[config.mk]
export PLATFORM = sky130hd
export DESIGN_NAME = image_cell_sequencer
export DESIGN_NICKNAME = d
export VERILOG_FILES = /design/src/rtl/image_cell_sequencer_pkg.sv /design/src/rtl/cell_result_fifo.sv /design/src/rtl/image_cell_sequencer.sv
export SDC_FILE = /design/constraint.sdc
export NUM_CORES = 2
export LEC_CHECK = 0
export CORE_UTILIZATION = 30
export CTS_CLUSTER_SIZE = 40
export DETAILED_ROUTE_END_ITERATION = 10
export HOLD_SLACK_MARGIN = 0.12
export PLACE_DENSITY_LB_ADDON = 0.12
export SETUP_SLACK_MARGIN = 0.05
export SYNTH_ARGS = -nofsm -noshare
export SYNTH_HDL_FRONTEND = slang
export SYNTH_SLANG_ARGS = --single-unit
[constraint.sdc]
create_clock -name clk -period 19.3 [get_ports clk]
set_input_delay 1.93 -clock clk [delete_from_list [all_inputs] [get_ports clk]]
set_output_delay 1.93 -clock clk [all_outputs]
set_load 0.1 [all_outputs]
[src/rtl/image_cell_sequencer_pkg.sv]
// Shared types for the image cell sequencer: pixel/operand widths, cell packing and FSM states.
package image_cell_sequencer_pkg;

    localparam int unsigned PIXEL_WIDTH  = 8;
    localparam int unsigned OPCODE_WIDTH = 4;
    localparam int unsigned USER_WIDTH   = 8;
    localparam int unsigned CELL_PIXELS  = 9;

    typedef logic [PIXEL_WIDTH-1:0] pixel_t;
    typedef logic [USER_WIDTH-1:0]  user_input_t;

    localparam int unsigned CELL_DEPTH = CELL_PIXELS * $bits(pixel_t);

    typedef enum logic [2:0] {IDLE, FILL, RUN, DRAIN, DONE} seq_state_t;

    typedef struct packed {
        logic   last;
        pixel_t pixel;
    } result_t;

    // Columns are packed top row first; cell index is k = 3*row + col.
    function automatic logic [CELL_DEPTH-1:0] pack_cell(
        input logic [3*PIXEL_WIDTH-1:0] left,
        input logic [3*PIXEL_WIDTH-1:0] mid,
        input logic [3*PIXEL_WIDTH-1:0] right
    );
        logic [3*PIXEL_WIDTH-1:0] cols [3];
        pack_cell = '0;
        cols[0]   = left;
        cols[1]   = mid;
        cols[2]   = right;
        for (int r = 0; r < 3; r++) begin
            for (int c = 0; c < 3; c++) begin
                pack_cell[(3*r+c)*PIXEL_WIDTH +: PIXEL_WIDTH] = cols[c][r*PIXEL_WIDTH +: PIXEL_WIDTH];
            end
        end
    endfunction

endpackage

[src/rtl/cell_result_fifo.sv]
// Synchronous result FIFO; read data reads as zero while empty.
module cell_result_fifo #(
    parameter int unsigned Depth = 4,
    parameter int unsigned Width = 9
) (
    input  logic                       clk_i,
    input  logic                       rst_i,
    input  logic                       push_i,
    input  logic [Width-1:0]           wdata_i,
    input  logic                       pop_i,
    output logic [Width-1:0]           rdata_o,
    output logic                       empty_o,
    output logic [$clog2(Depth+1)-1:0] count_o
);

    localparam int unsigned PW = (Depth > 1) ? $clog2(Depth) : 1;
    localparam int unsigned CW = $clog2(Depth + 1);

    logic [Width-1:0] mem_q [Depth];
    logic [PW-1:0]    wr_ptr_q, rd_ptr_q;
    logic [CW-1:0]    count_q;
    logic             do_push, do_pop;

    assign empty_o = (count_q == '0);
    assign do_push = push_i && (count_q != CW'(Depth));
    assign do_pop  = pop_i && !empty_o;
    assign count_o = count_q;
    assign rdata_o = empty_o ? '0 : mem_q[rd_ptr_q];

    always_ff @(posedge clk_i) begin
        if (do_push) begin
            mem_q[wr_ptr_q] <= wdata_i;
        end
    end

    always_ff @(posedge clk_i) begin
        if (rst_i) begin
            wr_ptr_q <= '0;
            rd_ptr_q <= '0;
            count_q  <= '0;
        end else begin
            if (do_push) begin
                wr_ptr_q <= (wr_ptr_q == PW'(Depth - 1)) ? '0 : wr_ptr_q + 1'b1;
            end
            if (do_pop) begin
                rd_ptr_q <= (rd_ptr_q == PW'(Depth - 1)) ? '0 : rd_ptr_q + 1'b1;
            end
            if (do_push && !do_pop) begin
                count_q <= count_q + 1'b1;
            end else if (!do_push && do_pop) begin
                count_q <= count_q - 1'b1;
            end
        end
    end

endmodule

[src/rtl/image_cell_sequencer.sv]
// Streams two raster images through 3x3 windows into the cell processor and collects results.
// Optional statistics counters are built when CELL_SEQ_STATS_EN is defined.
module image_cell_sequencer
    import image_cell_sequencer_pkg::*;
#(
    parameter int unsigned IMG_WIDTH      = 64,
    parameter int unsigned IMG_HEIGHT     = 64,
    parameter int unsigned PROC_LAT       = 1,
    parameter int unsigned OUT_FIFO_DEPTH = 4
) (
    input  logic                    clk,
    input  logic                    rst,
    input  logic                    start,
    input  logic [OPCODE_WIDTH-1:0] opcode_in,
    input  logic [USER_WIDTH-1:0]   user_in,
    output logic                    busy,
    output logic                    done,
    input  logic                    in_valid,
    output logic                    in_ready,
    input  logic [PIXEL_WIDTH-1:0]  in_pixA,
    input  logic [PIXEL_WIDTH-1:0]  in_pixB,
    output logic [CELL_DEPTH-1:0]   cellA,
    output logic [CELL_DEPTH-1:0]   cellB,
    output logic [USER_WIDTH-1:0]   userInputA,
    output logic [OPCODE_WIDTH-1:0] opcode,
    input  logic [PIXEL_WIDTH-1:0]  processedPixel,
    output logic                    out_valid,
    input  logic                    out_ready,
    output logic [PIXEL_WIDTH-1:0]  out_pixel,
`ifdef CELL_SEQ_STATS_EN
    output logic [31:0]             stat_pixels,
    output logic [31:0]             stat_stalls,
`endif
    output logic                    out_last
);

    localparam int unsigned CW   = $clog2(IMG_WIDTH);
    localparam int unsigned RW   = $clog2(IMG_HEIGHT);
    localparam int unsigned CNTW = $clog2(OUT_FIFO_DEPTH + 1);
    localparam logic [CW-1:0] LAST_COL = CW'(IMG_WIDTH - 1);
    localparam logic [RW-1:0] LAST_ROW = RW'(IMG_HEIGHT - 1);
    localparam logic [CW-1:0] TWO_COL  = CW'(2);
    localparam logic [RW-1:0] TWO_ROW  = RW'(2);

    seq_state_t              state_q;
    logic                    busy_q, done_q;
    logic [OPCODE_WIDTH-1:0] opcode_q;
    logic [USER_WIDTH-1:0]   user_q;
    logic [CW-1:0]           col_q;
    logic [RW-1:0]           row_q;
    logic                    active, accept, issue, last_px;
    logic [31:0]             credit;
    logic [CNTW-1:0]         fifo_count;
    logic                    fifo_empty, fifo_pop;
    result_t                 fifo_rdata;
    logic [PROC_LAT:0]       pipe_q, pipe_d, last_pipe_q, last_pipe_d;

    logic [PIXEL_WIDTH-1:0]   lb1_a_q [IMG_WIDTH];
    logic [PIXEL_WIDTH-1:0]   lb2_a_q [IMG_WIDTH];
    logic [PIXEL_WIDTH-1:0]   lb1_b_q [IMG_WIDTH];
    logic [PIXEL_WIDTH-1:0]   lb2_b_q [IMG_WIDTH];
    logic [3*PIXEL_WIDTH-1:0] win_a_q [2];
    logic [3*PIXEL_WIDTH-1:0] win_b_q [2];
    logic [3*PIXEL_WIDTH-1:0] new_col_a, new_col_b;
    logic [CELL_DEPTH-1:0]    cell_a_q, cell_b_q;

    // Credit counts results already issued, so the FIFO can never be overrun.
    assign active   = (state_q == FILL) || (state_q == RUN);
    assign credit   = 32'(fifo_count) + 32'($countones(pipe_q));
    assign in_ready = active && (credit < OUT_FIFO_DEPTH);
    assign accept   = in_valid && in_ready;
    assign last_px  = (row_q == LAST_ROW) && (col_q == LAST_COL);
    assign issue    = accept && (row_q >= TWO_ROW) && (col_q >= TWO_COL);

    assign new_col_a = {in_pixA, lb1_a_q[col_q], lb2_a_q[col_q]};
    assign new_col_b = {in_pixB, lb1_b_q[col_q], lb2_b_q[col_q]};

    always_ff @(posedge clk) begin
        if (accept) begin
            lb2_a_q[col_q] <= lb1_a_q[col_q];
            lb1_a_q[col_q] <= in_pixA;
            lb2_b_q[col_q] <= lb1_b_q[col_q];
            lb1_b_q[col_q] <= in_pixB;
            win_a_q[0]     <= win_a_q[1];
            win_a_q[1]     <= new_col_a;
            win_b_q[0]     <= win_b_q[1];
            win_b_q[1]     <= new_col_b;
        end
    end

    always_ff @(posedge clk) begin
        if (rst) begin
            cell_a_q <= '0;
            cell_b_q <= '0;
        end else if (issue) begin
            cell_a_q <= pack_cell(win_a_q[0], win_a_q[1], new_col_a);
            cell_b_q <= pack_cell(win_b_q[0], win_b_q[1], new_col_b);
        end
    end

    always_comb begin
        pipe_d         = '0;
        last_pipe_d    = '0;
        pipe_d[0]      = issue;
        last_pipe_d[0] = issue && last_px;
        for (int unsigned i = 1; i <= PROC_LAT; i++) begin
            pipe_d[i]      = pipe_q[i-1];
            last_pipe_d[i] = last_pipe_q[i-1];
        end
    end

    always_ff @(posedge clk) begin
        if (rst) begin
            pipe_q      <= '0;
            last_pipe_q <= '0;
        end else begin
            pipe_q      <= pipe_d;
            last_pipe_q <= last_pipe_d;
        end
    end

    always_ff @(posedge clk) begin
        if (rst) begin
            state_q  <= IDLE;
            busy_q   <= 1'b0;
            done_q   <= 1'b0;
            opcode_q <= '0;
            user_q   <= '0;
            col_q    <= '0;
            row_q    <= '0;
        end else begin
            done_q <= 1'b0;
            case (state_q)
                IDLE: begin
                    col_q <= '0;
                    row_q <= '0;
                    if (start) begin
                        state_q  <= FILL;
                        busy_q   <= 1'b1;
                        opcode_q <= opcode_in;
                        user_q   <= user_in;
                    end
                end
                FILL, RUN: begin
                    if (accept) begin
                        // A 3x3 image completes on its first window, so last pixel wins.
                        if (last_px) begin
                            state_q <= DRAIN;
                        end else if (row_q == TWO_ROW && col_q == TWO_COL) begin
                            state_q <= RUN;
                        end
                        if (col_q == LAST_COL) begin
                            col_q <= '0;
                            row_q <= last_px ? '0 : row_q + 1'b1;
                        end else begin
                            col_q <= col_q + 1'b1;
                        end
                    end
                end
                DRAIN: begin
                    if (pipe_q == '0 && fifo_empty) begin
                        state_q <= DONE;
                        done_q  <= 1'b1;
                    end
                end
                DONE: begin
                    state_q <= IDLE;
                    busy_q  <= 1'b0;
                end
                default: state_q <= IDLE;
            endcase
        end
    end

    assign fifo_pop = !fifo_empty && out_ready;

    cell_result_fifo #(
        .Depth (OUT_FIFO_DEPTH),
        .Width ($bits(result_t))
    ) u_fifo (
        .clk_i   (clk),
        .rst_i   (rst),
        .push_i  (pipe_q[PROC_LAT]),
        .wdata_i ({last_pipe_q[PROC_LAT], processedPixel}),
        .pop_i   (fifo_pop),
        .rdata_o (fifo_rdata),
        .empty_o (fifo_empty),
        .count_o (fifo_count)
    );

    assign busy       = busy_q;
    assign done       = done_q;
    assign cellA      = cell_a_q;
    assign cellB      = cell_b_q;
    assign opcode     = opcode_q;
    assign userInputA = user_q;
    assign out_valid  = !fifo_empty;
    assign out_pixel  = fifo_rdata.pixel;
    assign out_last   = fifo_rdata.last;

`ifdef CELL_SEQ_STATS_EN
    logic [31:0] stat_pixels_q, stat_stalls_q;

    // Only an accepted start clears; a start ignored mid-frame leaves the counts alone.
    always_ff @(posedge clk) begin
        if (rst || (state_q == IDLE && start)) begin
            stat_pixels_q <= '0;
            stat_stalls_q <= '0;
        end else begin
            if (fifo_pop && stat_pixels_q != '1) begin
                stat_pixels_q <= stat_pixels_q + 1'b1;
            end
            if (active && in_valid && !in_ready && stat_stalls_q != '1) begin
                stat_stalls_q <= stat_stalls_q + 1'b1;
            end
        end
    end

    assign stat_pixels = stat_pixels_q;
    assign stat_stalls = stat_stalls_q;
`endif

endmodule

==> results.md <==
* Status: complete, no violations
* Cells on worst reg2reg path at 10
* Final slew viol count at 0
* Detailed-route via count at 49768
* Ports at 210
* Post-CTS Setup Repair Bufs at 0
* CTS Buffer Depth at 4
* Worst Path Max Fanout at 93
* Latest clock arrival within the worst-skew pair at 0.91 ns
* Area growth, synth to finish at 17.9%
* Final Cycle Share at 0.325
* Filler cells at 28109
* Hold endpoint: last_pipe_q[1]$_SDFF_PP0_
* Post-synthesis sequential area ratio at 0.768
* Syn. warnings at 0
* Worst EP arrival at 6.84 ns
* Clock skew at 0.0723 ns
* Htree depth at 5
* Final setup margin at 13.02 ns
* Setup Viol. Count Final at 0
* Placer's final routability congestion estimate at 0.786
* Place WS at 12.99 ns
* # rows at 201
* Drt pass-1 iters at 7
* Final-report hold violation count at 0
* Worst IR drop on VDD at 0.0864 mV
* CTS Root Buffer Type: clkbuf_16
* Setup CP Type: flip-flop to flip-flop
* GRT overflow at 0
* Mapped cell area at 90300 µm²
* # placed instances at 9409
* Hold Buf Count CTS at 0
* Initial antenna violation count at 18
* Antenna-violating nets left at 0
* Layout cell share with drive strength beyond 1 at 0.123
* Final Net Count at 5783
* Setup TNS Final at 0 ns
* Async SR Flop Fraction at 0
* Post-Layout Cell Count at 9910
* Post-Synthesis Cells at 5388
* Commonest non-fill, non-tap cell in the layout: edfxtp_1
* CP Launch Type: flip-flop
* Clock-pin slew on the worst setup and hold paths at 0.06 ns
* Cts bufs inserted at 276
* Upper clock frequency limit at 159 MHz
* Pin count of the biggest net entering global routing at 94
* DRC Markers at 0
* IO buf count at 209
* Die width at 551 µm
* Die Area at 303000 µm²
* Min Tclk post-route at 6.28 ns
* FF-to-FF setup slack at 13.02 ns
* Most frequent cells in the layout: edfxtp_1, mux2i_1, nand2_1
* Measured slew at the worst slew-check pin at 1.43 ns
* Per-cell routed wire length at 31.1 µm
* Slew Limit Headroom at 0.0468
* FF+latch count, synth at 2372
* CTS tree: done
* Capturing point of the worst reg2reg path: lb2_a_q[3][2]$_DFFE_PP_
* Required time worst endpoint at 19.87 ns
* EDFF count, synth at 2180
* HP Class: flip-flop to flip-flop
* Die Y at 551 µm
* CP endpoint kind: flip-flop
* Unique masters post-synth at 58
* Floorplan core area at 300000 µm²
* Drt total wl at 308000 µm
* Vias per Instance at 5.02
* DR iter-0 viols at 4951
* CTS Sinks at 2372
* Syn_nets at 5441
* First-pass GRT wire length at 418000 µm
* DP HPWL at 183000 µm
* MaxCap Viol Count at 0
* Hold path cells at 1
* Starting Density at 0.301
* RSZ-0062 raised after global routing: no
* Overall Global Routing Usage at 0.199
* HP Start: last_pipe_q[0]$_SDFF_PP0_
* Static Leak at 31.0 nW
* Syn_area_per_cell at 16.8 µm²
* Vias in the first global route at 48672
* PwrDens at 120 nW/µm²
* Resized cells post-CTS at 0
* Main synth FF type: edfxtp_1
-- state kept, by name (all words and copies together), names as in the netlist, named ones only --
signal / count
state_q: 3
userInputA: 8
cellB: 72
lb2_a_q: 512
opcode: 4
win_b_q: 48
cellA: 72
u_fifo.mem_q: 36
u_fifo.count_o: 3
pipe_q: 2
done: 1
u_fifo.wr_ptr_q: 2
row_q: 6
lb1_b_q: 512
busy: 1
u_fifo.rd_ptr_q: 2
col_q: 6
lb2_b_q: 512
last_pipe_q: 2
win_a_q: 48
lb1_a_q: 512
-- Yosys cell counts (2+ instances only) --
cell type / count / area (µm²)
a41oi_1: 3 / 26.3
nand4bb_1: 3 / 33.8
or2_2: 5 / 31.3
mux2i_1: 921 / 9220
nor2_1: 227 / 852
a31oi_1: 2 / 12.5
nand3_1: 152 / 761
nor4_1: 30 / 188
inv_1: 9 / 33.8
a211o_1: 5 / 43.8
ha_1: 11 / 138
nand4b_1: 4 / 35.0
nand4_1: 57 / 357
buf_1: 16 / 60.1
a21oi_1: 282 / 1410
nand2_1: 428 / 1610
edfxtp_1: 2180 / 65500
and3_1: 2 / 12.5
and2_1: 46 / 288
nor3b_1: 2 / 15.0
nand3b_1: 7 / 52.6
nor2b_1: 17 / 106
a211oi_1: 12 / 90.1
dfxtp_1: 192 / 3840
o31ai_1: 5 / 37.5
buf_2: 116 / 581
xor2_1: 3 / 26.3
nand2b_1: 6 / 37.5
clkbuf_1: 159 / 597
or3_1: 7 / 43.8
nor3_1: 36 / 180
mux4_2: 67 / 1510
a2111oi_0: 3 / 26.3
xnor2_1: 3 / 26.3
o21ai_0: 39 / 195
buf_4: 14 / 105
o22ai_1: 172 / 1080
a22oi_1: 125 / 938
-- report_power, final --
group / internal (W) / switching [W]
Combinational: 0.000310 / 0.00130
Clock: 0.00290 / 0.00213
Sequential: 0.00612 / 0.0000598
-- metrics by stage --
step | power [W] | hold WS [ns] | cell area (µm²) | util
after floorplan | 0.00708 | 0.414 | 90300 | -
after global placement | 0.00791 | 0.434 | 97800 | 0.327
after detailed placement | 0.00793 | 0.436 | 97800 | 0.327
after CTS | 0.0130 | 0.450 | 106000 | 0.355
after global routing | 0.0132 | 0.454 | 106000 | 0.355
final | 0.0128 | 0.444 | 106000 | 0.355
-- layer usage --
layer / global-route usage / part of all wire
met5: 0 / 0.000045
met3: 0.0312 / 0.052
met2: 0.328 / 0.48
met1: 0.273 / 0.45
met4: 0.0525 / 0.025
-- how the worst max path moves through the flow --
stage / endpoint / slack (ns)
5_1_grt: lb2_a_q[11][2]$_DFFE_PP_ / 12.78
2_1_floorplan: lb1_a_q[35][0]$_DFFE_PP_ / 11.80
6_report: lb2_a_q[3][2]$_DFFE_PP_ / 13.02
3_5_place_dp: lb2_a_q[11][2]$_DFFE_PP_ / 12.99
3_3_place_gp: cellB[17]$_SDFFE_PP0P_ / 13.07
4_1_cts: lb2_b_q[15][5]$_DFFE_PP_ / 12.99
-- critical path: stages (launching register included) --
cell     delay, ns
dfxtp_4       0.96
buf_4         0.76
buf_4         0.70
buf_12        0.56
buf_4         0.67
mux2i_1       0.18
a22oi_1       0.22
nand3_1       0.21
nand4_1       0.36
and2_4        0.39
buf_4         0.60
-- layout make-up --
type / count / area, µm² / area share
multi-input cells: 2702 / 20300 / 0.190
diodes: 4 / 10.0 / 0.0000940
well taps: 3958 / 4950 / 0.0465
repair buffers: 369 / 3300 / 0.0310
clock inverters: 125 / 1070 / 0.0101
clock buffers: 371 / 7480 / 0.0703
flip-flops and latches: 2372 / 69300 / 0.651
inverters: 9 / 33.8 / 0.000317
-- cells by family (layout without fill, tap and decap cells) --
family                   after synthesis  after routing  share of synthesized area
other                                  0              4                          0
multiplexers                         989            989                      0.119
flip-flops                          2372           2372                      0.768
XOR/XNOR                               6              6                   0.000582
buffers and inverters                314            874                     0.0152
AO/OA/AOI/OAI                        659            659                     0.0440
adder cells (fa/ha/maj)               12             12                    0.00175
AND/OR/NAND/NOR                     1036           1036                     0.0517
No activity file was read; power rests on OpenSTA's default activity.
